**config.mk**
```make
export PLATFORM = sky130hd
export DESIGN_NAME = lane_stripe_ctrl
export DESIGN_NICKNAME = d
export VERILOG_FILES = /design/src/rtl/lane_stripe_ctrl.sv
export SDC_FILE = /design/constraint.sdc
export NUM_CORES = 1
export LEC_CHECK = 0
export ABC_AREA = 1
export BUFFER_PORTS_ARGS = -buffer_cell sky130_fd_sc_hd__buf_2
export CAP_MARGIN = 40
export CORE_UTILIZATION = 40
export DETAILED_ROUTE_END_ITERATION = 16
export GPL_ROUTABILITY_DRIVEN = 1
export PLACE_DENSITY = 0.6
export SYNTH_ARGS = -nofsm -noshare
export SYNTH_HDL_FRONTEND = slang
export SYNTH_SLANG_ARGS = --single-unit
```
**constraint.sdc**
```tcl
create_clock -name clk -period 3.5 [get_ports clk]
set_input_delay 0.525 -clock clk [delete_from_list [all_inputs] [get_ports clk]]
set_output_delay 0.525 -clock clk [all_outputs]
set_load 0.02 [all_outputs]
```
**src/rtl/lane_stripe_ctrl.sv**
```systemverilog
// Two-lane byte striper: steers each accepted byte into one of two show-ahead
// lane FIFOs, round-robin when both lanes are enabled, fixed otherwise.

module lane_fifo #(
    parameter int DATA_W = 8,
    parameter int DEPTH  = 4
) (
    input  logic                             clk,
    input  logic                             reset,
    input  logic                             push,
    input  logic [DATA_W-1:0]                push_data,
    input  logic                             pop,
    output logic [DATA_W-1:0]                head,
    output logic                             valid,
    output logic                             full,
    output logic [$clog2(DEPTH+1)-1:0]       level
);
    localparam int PTR_W = $clog2(DEPTH);
    localparam int LVL_W = $clog2(DEPTH + 1);

    logic [DATA_W-1:0] mem_r [DEPTH];
    logic [PTR_W-1:0]  wr_ptr_r;
    logic [PTR_W-1:0]  rd_ptr_r;
    logic [LVL_W-1:0]  level_r;
    logic              push_ok_s;
    logic              pop_ok_s;
    logic              empty_s;

    // Occupancy flags come from the level counter, never from pointer compare.
    always_comb begin
        empty_s   = (level_r == {LVL_W{1'b0}});
        full      = (level_r == LVL_W'(DEPTH));
        valid     = !empty_s;
        push_ok_s = push && !full;
        pop_ok_s  = pop && !empty_s;
        head      = mem_r[rd_ptr_r];
        level     = level_r;
    end

    // Storage array; cleared on reset so the head reads zero while empty.
    always_ff @(posedge clk or posedge reset) begin
        if (reset) begin
            for (int i = 0; i < DEPTH; i++) begin
                mem_r[i] <= {DATA_W{1'b0}};
            end
        end else if (push_ok_s) begin
            mem_r[wr_ptr_r] <= push_data;
        end else begin
            mem_r[wr_ptr_r] <= mem_r[wr_ptr_r];
        end
    end

    // Pointers wrap naturally at DEPTH; level tracks push/pop combinations.
    always_ff @(posedge clk or posedge reset) begin
        if (reset) begin
            wr_ptr_r <= {PTR_W{1'b0}};
            rd_ptr_r <= {PTR_W{1'b0}};
            level_r  <= {LVL_W{1'b0}};
        end else begin
            if (push_ok_s) begin
                wr_ptr_r <= wr_ptr_r + PTR_W'(1);
            end else begin
                wr_ptr_r <= wr_ptr_r;
            end
            if (pop_ok_s) begin
                rd_ptr_r <= rd_ptr_r + PTR_W'(1);
            end else begin
                rd_ptr_r <= rd_ptr_r;
            end
            case ({push_ok_s, pop_ok_s})
                2'b10:   level_r <= level_r + LVL_W'(1);
                2'b01:   level_r <= level_r - LVL_W'(1);
                default: level_r <= level_r;
            endcase
        end
    end
endmodule

module lane_stripe_ctrl_chk #(
    parameter int FIFO_DEPTH = 4
) (
    input logic                              clk,
    input logic                              reset,
    input logic                              in_valid,
    input logic                              in_ready,
    input logic [1:0]                        lane_en,
    input logic                              target_lane,
    input logic                              out0_valid,
    input logic                              out1_valid,
    input logic [$clog2(FIFO_DEPTH+1)-1:0]   lvl0,
    input logic [$clog2(FIFO_DEPTH+1)-1:0]   lvl1
);
    localparam int LVL_W = $clog2(FIFO_DEPTH + 1);

    a_lvl0_bound: assert property (@(posedge clk) disable iff (reset)
        lvl0 <= LVL_W'(FIFO_DEPTH));
    a_lvl1_bound: assert property (@(posedge clk) disable iff (reset)
        lvl1 <= LVL_W'(FIFO_DEPTH));
    a_valid0_lvl: assert property (@(posedge clk) disable iff (reset)
        out0_valid == (lvl0 != {LVL_W{1'b0}}));
    a_valid1_lvl: assert property (@(posedge clk) disable iff (reset)
        out1_valid == (lvl1 != {LVL_W{1'b0}}));
    a_accept_enabled: assert property (@(posedge clk) disable iff (reset)
        (in_valid && in_ready) |-> lane_en[target_lane]);
endmodule

module lane_stripe_ctrl #(
    parameter int DATA_W     = 8,
    parameter int FIFO_DEPTH = 4
) (
    input  logic                              clk,
    input  logic                              reset,
    input  logic [DATA_W-1:0]                 in_data,
    input  logic                              in_valid,
    output logic                              in_ready,
    input  logic [1:0]                        lane_en,
    output logic [DATA_W-1:0]                 out0_data,
    output logic                              out0_valid,
    input  logic                              out0_ready,
    output logic [DATA_W-1:0]                 out1_data,
    output logic                              out1_valid,
    input  logic                              out1_ready,
    output logic                              target_lane,
    output logic [$clog2(FIFO_DEPTH+1)-1:0]   lvl0,
    output logic [$clog2(FIFO_DEPTH+1)-1:0]   lvl1
);
    logic [1:0] lane_en_q_r;
    logic       rr_r;
    logic       rr_next_s;
    logic       full0_s;
    logic       full1_s;
    logic       tgt_full_s;
    logic       accept_s;
    logic       push0_s;
    logic       push1_s;
    logic       realign_s;

    // Lane choice for the byte that would be accepted this cycle.
    always_comb begin
        target_lane = 1'b0;
        case (lane_en)
            2'b11:   target_lane = rr_r;
            2'b01:   target_lane = 1'b0;
            2'b10:   target_lane = 1'b1;
            default: target_lane = 1'b0;
        endcase
    end

    // Backpressure looks only at the target lane's stored level, so a pop in
    // the same cycle never frees a slot for a push (no pass-through).
    always_comb begin
        if (target_lane) begin
            tgt_full_s = full1_s;
        end else begin
            tgt_full_s = full0_s;
        end
        in_ready  = (lane_en != 2'b00) && !tgt_full_s;
        accept_s  = in_valid && in_ready;
        push0_s   = accept_s && !target_lane;
        push1_s   = accept_s && target_lane;
        realign_s = (lane_en != lane_en_q_r);
    end

    // A lane-enable change restarts striping at lane 0, winning over a toggle.
    always_comb begin
        if (realign_s) begin
            rr_next_s = 1'b0;
        end else if (accept_s && (lane_en == 2'b11)) begin
            rr_next_s = !rr_r;
        end else begin
            rr_next_s = rr_r;
        end
    end

    // Round-robin pointer and registered lane-enable copy.
    always_ff @(posedge clk or posedge reset) begin
        if (reset) begin
            rr_r        <= 1'b0;
            lane_en_q_r <= 2'b00;
        end else begin
            rr_r        <= rr_next_s;
            lane_en_q_r <= lane_en;
        end
    end

    lane_fifo #(
        .DATA_W (DATA_W),
        .DEPTH  (FIFO_DEPTH)
    ) u_fifo0 (
        .clk       (clk),
        .reset     (reset),
        .push      (push0_s),
        .push_data (in_data),
        .pop       (out0_ready),
        .head      (out0_data),
        .valid     (out0_valid),
        .full      (full0_s),
        .level     (lvl0)
    );

    lane_fifo #(
        .DATA_W (DATA_W),
        .DEPTH  (FIFO_DEPTH)
    ) u_fifo1 (
        .clk       (clk),
        .reset     (reset),
        .push      (push1_s),
        .push_data (in_data),
        .pop       (out1_ready),
        .head      (out1_data),
        .valid     (out1_valid),
        .full      (full1_s),
        .level     (lvl1)
    );

    lane_stripe_ctrl_chk #(
        .FIFO_DEPTH (FIFO_DEPTH)
    ) u_chk (
        .clk         (clk),
        .reset       (reset),
        .in_valid    (in_valid),
        .in_ready    (in_ready),
        .lane_en     (lane_en),
        .target_lane (target_lane),
        .out0_valid  (out0_valid),
        .out1_valid  (out1_valid),
        .lvl0        (lvl0),
        .lvl1        (lvl1)
    );
endmodule

```
### After elaboration in Yosys (flattened, before gate mapping)

Cells that the tools add are included.

* memories kept: 0
* latch bits: 0
* RAM bits: 0
* bits in read-only memories: 0
* register bits after elaboration: 81

* multiplexer cells: 28
* shift-type cells: 0
* $lt $le $gt $ge: 6
* eq/ne operators: 9
* div/mod/pow operators: 0
* bitwise gates (word level): 4
* $add $sub $neg: 8
* multiply operators: 0
* reduce and logical (&&, ||, !) cells: 24

Operators with widths (number)
* bitwise mux 32 bit: 4
* two-way mux 8 bit: 10
* binary-select mux 8 bit (select 2 bit): 4
* two-way mux 32 bit: 2
* demux 8 bit (select 2 bit): 2
* >= comparator 3 bit, second input constant: 4
* inverter 2 -> 3 bit: 4
* case mux 3 bit (2 select lines): 2
* logical AND 1 bit: 11
* adder 2 x 1 -> 2 bit, second input constant: 4
* == test 2 bit, second input constant: 4
* nonzero test 2 bit: 4
* logical NOT 1 bit: 7
* adder 3 x 1 -> 3 bit, second input constant: 2
* == test 3 bit, second input constant: 2
* logical NOT 3 bit: 2
* less-than comparator 3 x 1 -> 1 bit, second input constant: 2
* subtractor 3 x 1 -> 3 bit, second input constant: 2
* == test 2 x 1 -> 1 bit, second input constant: 2
* two-way mux 1 bit: 3
* inequality test 2 bit: 1
* case mux 1 bit (2 select lines): 1

### Logic depth before layout (Yosys ltp)

* depth after elaboration: 10
* gate-level depth with buffers: 12

### Hierarchy

From an unflattened synthesis, not the netlist that was laid out.

* cells, all modules: 775
* area, all modules: 5223.8 µm²

By module, submodules not included
* lane_fifo (u_fifo0): times used 1, area an instance 2506.2 µm², cells each 372
* lane_fifo (u_fifo1): times used 1, area an instance 2502.4 µm², cells each 372
* lane_stripe_ctrl: times used 1, area an instance 215.2 µm², cells each 31

### Worst setup path after synthesis

Ideal clock, no wire load.

* path kind: register to register
* start: register u_fifo0.level_r[0], in the netlist u_fifo0.level[0]
* end: register u_fifo0.level_r[2], in the netlist u_fifo0.level[2]
* path slack: 1.374 ns
* stages on the path, launching flop included: 11
* path buffers: 1
* library setup time: 0.131 ns
* arrival: 1.995 ns
* path through: dfrtp_1 -> nor2_1 -> nand2_1 -> nand4_4 -> buf_2 -> ha_1 -> inv_1 -> fa_1 -> a21oi_1 -> o21ai_0 -> xor2_1

* word-level cells in the longest chain between the ends: 9
* elaborated cells on any way between the ends: 17

RTL lines
* start: declaration: RTL line 24 `logic [LVL_W-1:0] level_r;`
* start signal: assignment: RTL line 58 `level_r <= {LVL_W{1'b0}};`
* start signal: assignment: RTL line 71 `2'b10: level_r <= level_r + LVL_W'(1);`
* start signal: assignment: RTL line 72 `2'b01: level_r <= level_r - LVL_W'(1);`
* == test 3 bit: RTL line 32 `full = (level_r == LVL_W'(DEPTH));`
* two-way mux 1 bit: RTL line 152 `if (target_lane) begin`
* logical NOT 1 bit: RTL line 157 `in_ready = (lane_en != 2'b00) && !tgt_full_s;`
* logical AND 1 bit: RTL line 157
* logical AND 1 bit: RTL line 158 `accept_s = in_valid && in_ready;`
* logical AND 1 bit: RTL line 159 `push0_s = accept_s && !target_lane;`
* logical AND 1 bit: RTL line 34 `push_ok_s = push && !full;`
* == test 2 x 1 -> 1 bit or == test 2 bit (tied branches): RTL line 70 `case ({push_ok_s, pop_ok_s})`
* case mux 3 bit (2 select lines) or nonzero test 2 bit (tied branches)

Several ways; a longest one is shown, not always the timed one.
A chain may end at the register's enable or synchronous reset.

### Worst setup path after layout

* start: register u_fifo1.rd_ptr_r[0]
* end: output out1_data[6]

* word-level cells in the longest chain between the ends: 4

RTL lines
* start: declaration: RTL line 23 `logic [PTR_W-1:0] rd_ptr_r;`
* start signal: assignment: RTL line 57 `rd_ptr_r <= {PTR_W{1'b0}};`
* start signal: assignment: RTL line 66 `rd_ptr_r <= rd_ptr_r + PTR_W'(1);`
* start signal: assignment: RTL line 68 `rd_ptr_r <= rd_ptr_r;`
* inverter 2 -> 3 bit (implied by the code): RTL line 36 `head = mem_r[rd_ptr_r];`
* binary-select mux 8 bit (select 2 bit): RTL line 36
* two-way mux 8 bit (implied by the code) (2 in a row): RTL line 36
* end: declaration: RTL line 120 `output logic [DATA_W-1:0] out1_data,`

No other way between the ends. The select of a mux whose other input is x is not followed.

==> impl_metrics.yaml <==
synthesis:
  synth_cell_types: 28
  async_reset_ff_share_pct: 100
  syn_nets: 675
  synth_edf_count: 0
  syn_area_mm2: 0.00497
  ys_warn_count: 0
  yosys_register_bits: 81
  yosysSeqAreaShare_pct: 40.8
  ys.flop_type: "dfrtp_1"
  syn_inst: 648
  syn_area_per_cell_um2: 7.67
setup_path:
  start_kind: "flip-flop"
  r2r_cells: 5
  end_kind: "output pin"
  cp_top_family: "buffers and inverters"
  crit_cells: 5
  critPathMaxStageDelay_ns: 0.59
  crit_slowest_cell: "dfrtp_1"
  critPathBufInv: 2
  worstPathArrival_ns: 2.10
  worstPathRequired_ns: 2.97
  cp_max_fo: 25
  crit_chain: "inv_1 -> o21ai_0 -> a21oi_1 -> a21oi_1 -> buf_2"
  path_class: "flip-flop to output pin"
  crit_path_frequent_cell: "a21oi_1"
layout:
  instances_no_fill: 825
  antennaDiodeCount: 0
  final_cell_area_mm2: 0.00546
  drive_above_1_share_pct: 10.5
  n_fill_cell: 1205
  multi_input_area_mm2: 0.00244
  final_nets: 680
  seq_area_mm2: 0.00203
  syn_to_final_growth_pct: 9.87
clocking:
  cts_resized: 0
  htreeDepth: 3
  cts_made_buffers: 9
  cts-root-buf: "clkbuf_16"
  cts.sinks: 81
  worstSkewPairLatency_ns: 0.35
  cts_max_path_buffers: 2
  cts_tree: "yes"
  hold_buffers: 0
  path_clk_slew_ns: 0.06
  cts_post_setup_buffers_inserted: 0
grt:
  track_usage_pct: 22.4
  antenna_found_initial: 0
  grt_max_degree: 39
  grt_pass1_vias: 4408
  gr-total-overflow: 0
  grt_pass1_wl_mm: 22.7
sta:
  final.setup.tns_ns: 0
  maxSlewHeadroom_pct: 40.6
  whs_ns: 0.251
  rsz0062_at_grt: "false"
  finClkSkew_ns: 0.00728
  period_share_pct: 75.1
  max_clock_freq_ghz: 0.381
  hold_viol: 0
  fin_crit_ns: 2.63
  slew_violations: 0
  finalSetupViolations: 0
  worst_pin_slew_ns: 0.890
hold_path:
  hp-class: "input port to asynchronous set/reset pin"
die:
  fp.coreArea_mm2: 0.0121
  dieArea_mm2: 0.0129
  rows: 40
  initial_utilization_pct: 41.2
  die_h_um: 113
  io_pins: 41
  die_w_um: 113
power:
  clkPwrFrac_pct: 16.3
  ir_worst_vdd_mv: 0.615
  power.internal_mw: 3.02
  switching_share_pct: 49.1
  p_per_area_mw_per_mm2: 1090
  p_comb_share_pct: 52.5
  seqPwrFrac_pct: 31.2
  p_sw_mw: 2.91
  power.total_mw: 5.94
  p_leak_nw: 2.44
detailed_routing:
  wl_per_cell_um: 16.6
  first_pass_iters: 6
  postRouteAntennaNets: 0
  wirelength_mm: 13.7
  drt_iter0_markers: 516
  num_vias: 4710
  vias_per_cell: 5.71
  post-route-drc-count: 0
placement:
  dp_cells: 810
  port_buffers: 40
  hpwl_mm: 8.46
  dpl-instance-area_mm2: 0.00516
  gp_congestion: 0.808
job:
  drv_cap: 0
outcome:
  outcome: "finished, final reports clean"
cells in the final DEF (no fill, tap or decap), drive strengths merged, types with 2 or more instances in the layout:
cell and n:
nor2 24, a21oi 34, nand4 33, nand3 150, inv 57, fa 2, clkbuf 12, ha 10
o22ai 8, o211ai 40, dfrtp 81, nand2 104, xnor2 2, clkinv 5, buf 47, xor2 8
o21ai 38
per-stage QoR:
stage / util, % / worst slack, ns
finish: 45.3 / 0.873
CTS: 45.3 / 0.853
detailed placement: 42.8 / 1.01
global placement: 42.7 / 1.06
floorplan: - / 0.895
global route: 45.3 / 0.628
Yosys cell counts, types with 5 or more instances:
library cell	n	area [µm²]
nand4_1	32	200
o21ai_0	36	180
a21oi_1	34	170
buf_6	5	56.3
nand3_1	149	746
nor2_1	24	90.1
inv_1	55	206
o22ai_1	8	50.1
xor2_1	8	70.1
dfrtp_1	81	2030
nand2_1	103	387
o211ai_1	40	300
ha_1	10	125
clkbuf_1	22	82.6
buf_2	21	105
worst paths after layout:
kind                                                  from                         endpoint  slack (ns)
setup / recovery           u_fifo1.rd_ptr_r[0]$_DFFE_PP0P_                     out1_data[6]        0.87
hold / removal                                       reset         lane_en_q_r[1]$_DFF_PP0_        0.25
setup reg to reg           u_fifo0.wr_ptr_r[1]$_DFFE_PP0N_    u_fifo0.mem_r[17]$_DFFE_PP0P_        1.16
hold reg to reg            u_fifo1.rd_ptr_r[1]$_DFFE_PP0P_  u_fifo1.rd_ptr_r[1]$_DFFE_PP0P_        0.47
max in group asynchronous                            reset    u_fifo1.mem_r[29]$_DFFE_PP0P_        2.45
min in group clk                                lane_en[1]         lane_en_q_r[1]$_DFF_PP0_        0.35
cells by family (layout without fill, tap and decap cells):
logic type / count (synthesis) / after routing / synth area share [%]
AND/OR/NAND/NOR: 312 / 312 / 29.6
AO/OA/AOI/OAI: 120 / 120 / 14.3
buffers and inverters: 113 / 122 / 10.2
flip-flops: 81 / 81 / 40.8
adder cells (fa/ha/maj): 12 / 12 / 3.32
XOR/XNOR: 10 / 10 / 1.76
registers in the layout, indices dropped and copies added (netlist names):
signal	cells
u_fifo0.mem_r	32
u_fifo1.mem_r	32
u_fifo0.level	3
u_fifo1.level	3
lane_en_q_r	2
u_fifo0.rd_ptr_r	2
u_fifo0.wr_ptr_r	2
u_fifo1.rd_ptr_r	2
u_fifo1.wr_ptr_r	2
rr_r	1
power by group through the flow:
stage	clock network [mW]	logic (mW)	registers, mW
finish	0.969	3.11	1.85
global route	1.02	3.48	1.91
CTS	0.988	3.11	1.84
detailed placement	0	3.09	1.85
global placement	0	3.00	1.85
floorplan	0	2.42	1.67
final cells by class:
cell class	count	share of cell area [%]
well taps	168	3.85
repair buffers	47	4.77
flip-flops and latches	81	37.1
clock buffers	12	4.70
inverters	60	4.22
clock inverters	3	0.733
multi-input cells	454	44.6
per-layer routing:
layer	global-route usage, %	vias to the layer above	share of wire [%]
li1	-	2252	-
met1	29.5	2255	44
met2	37.1	186	49
met3	4.46	17	6.0
met4	6.75	0	1.2
met5	0	-	0
Note: power is estimated with default switching activity, not from simulation.
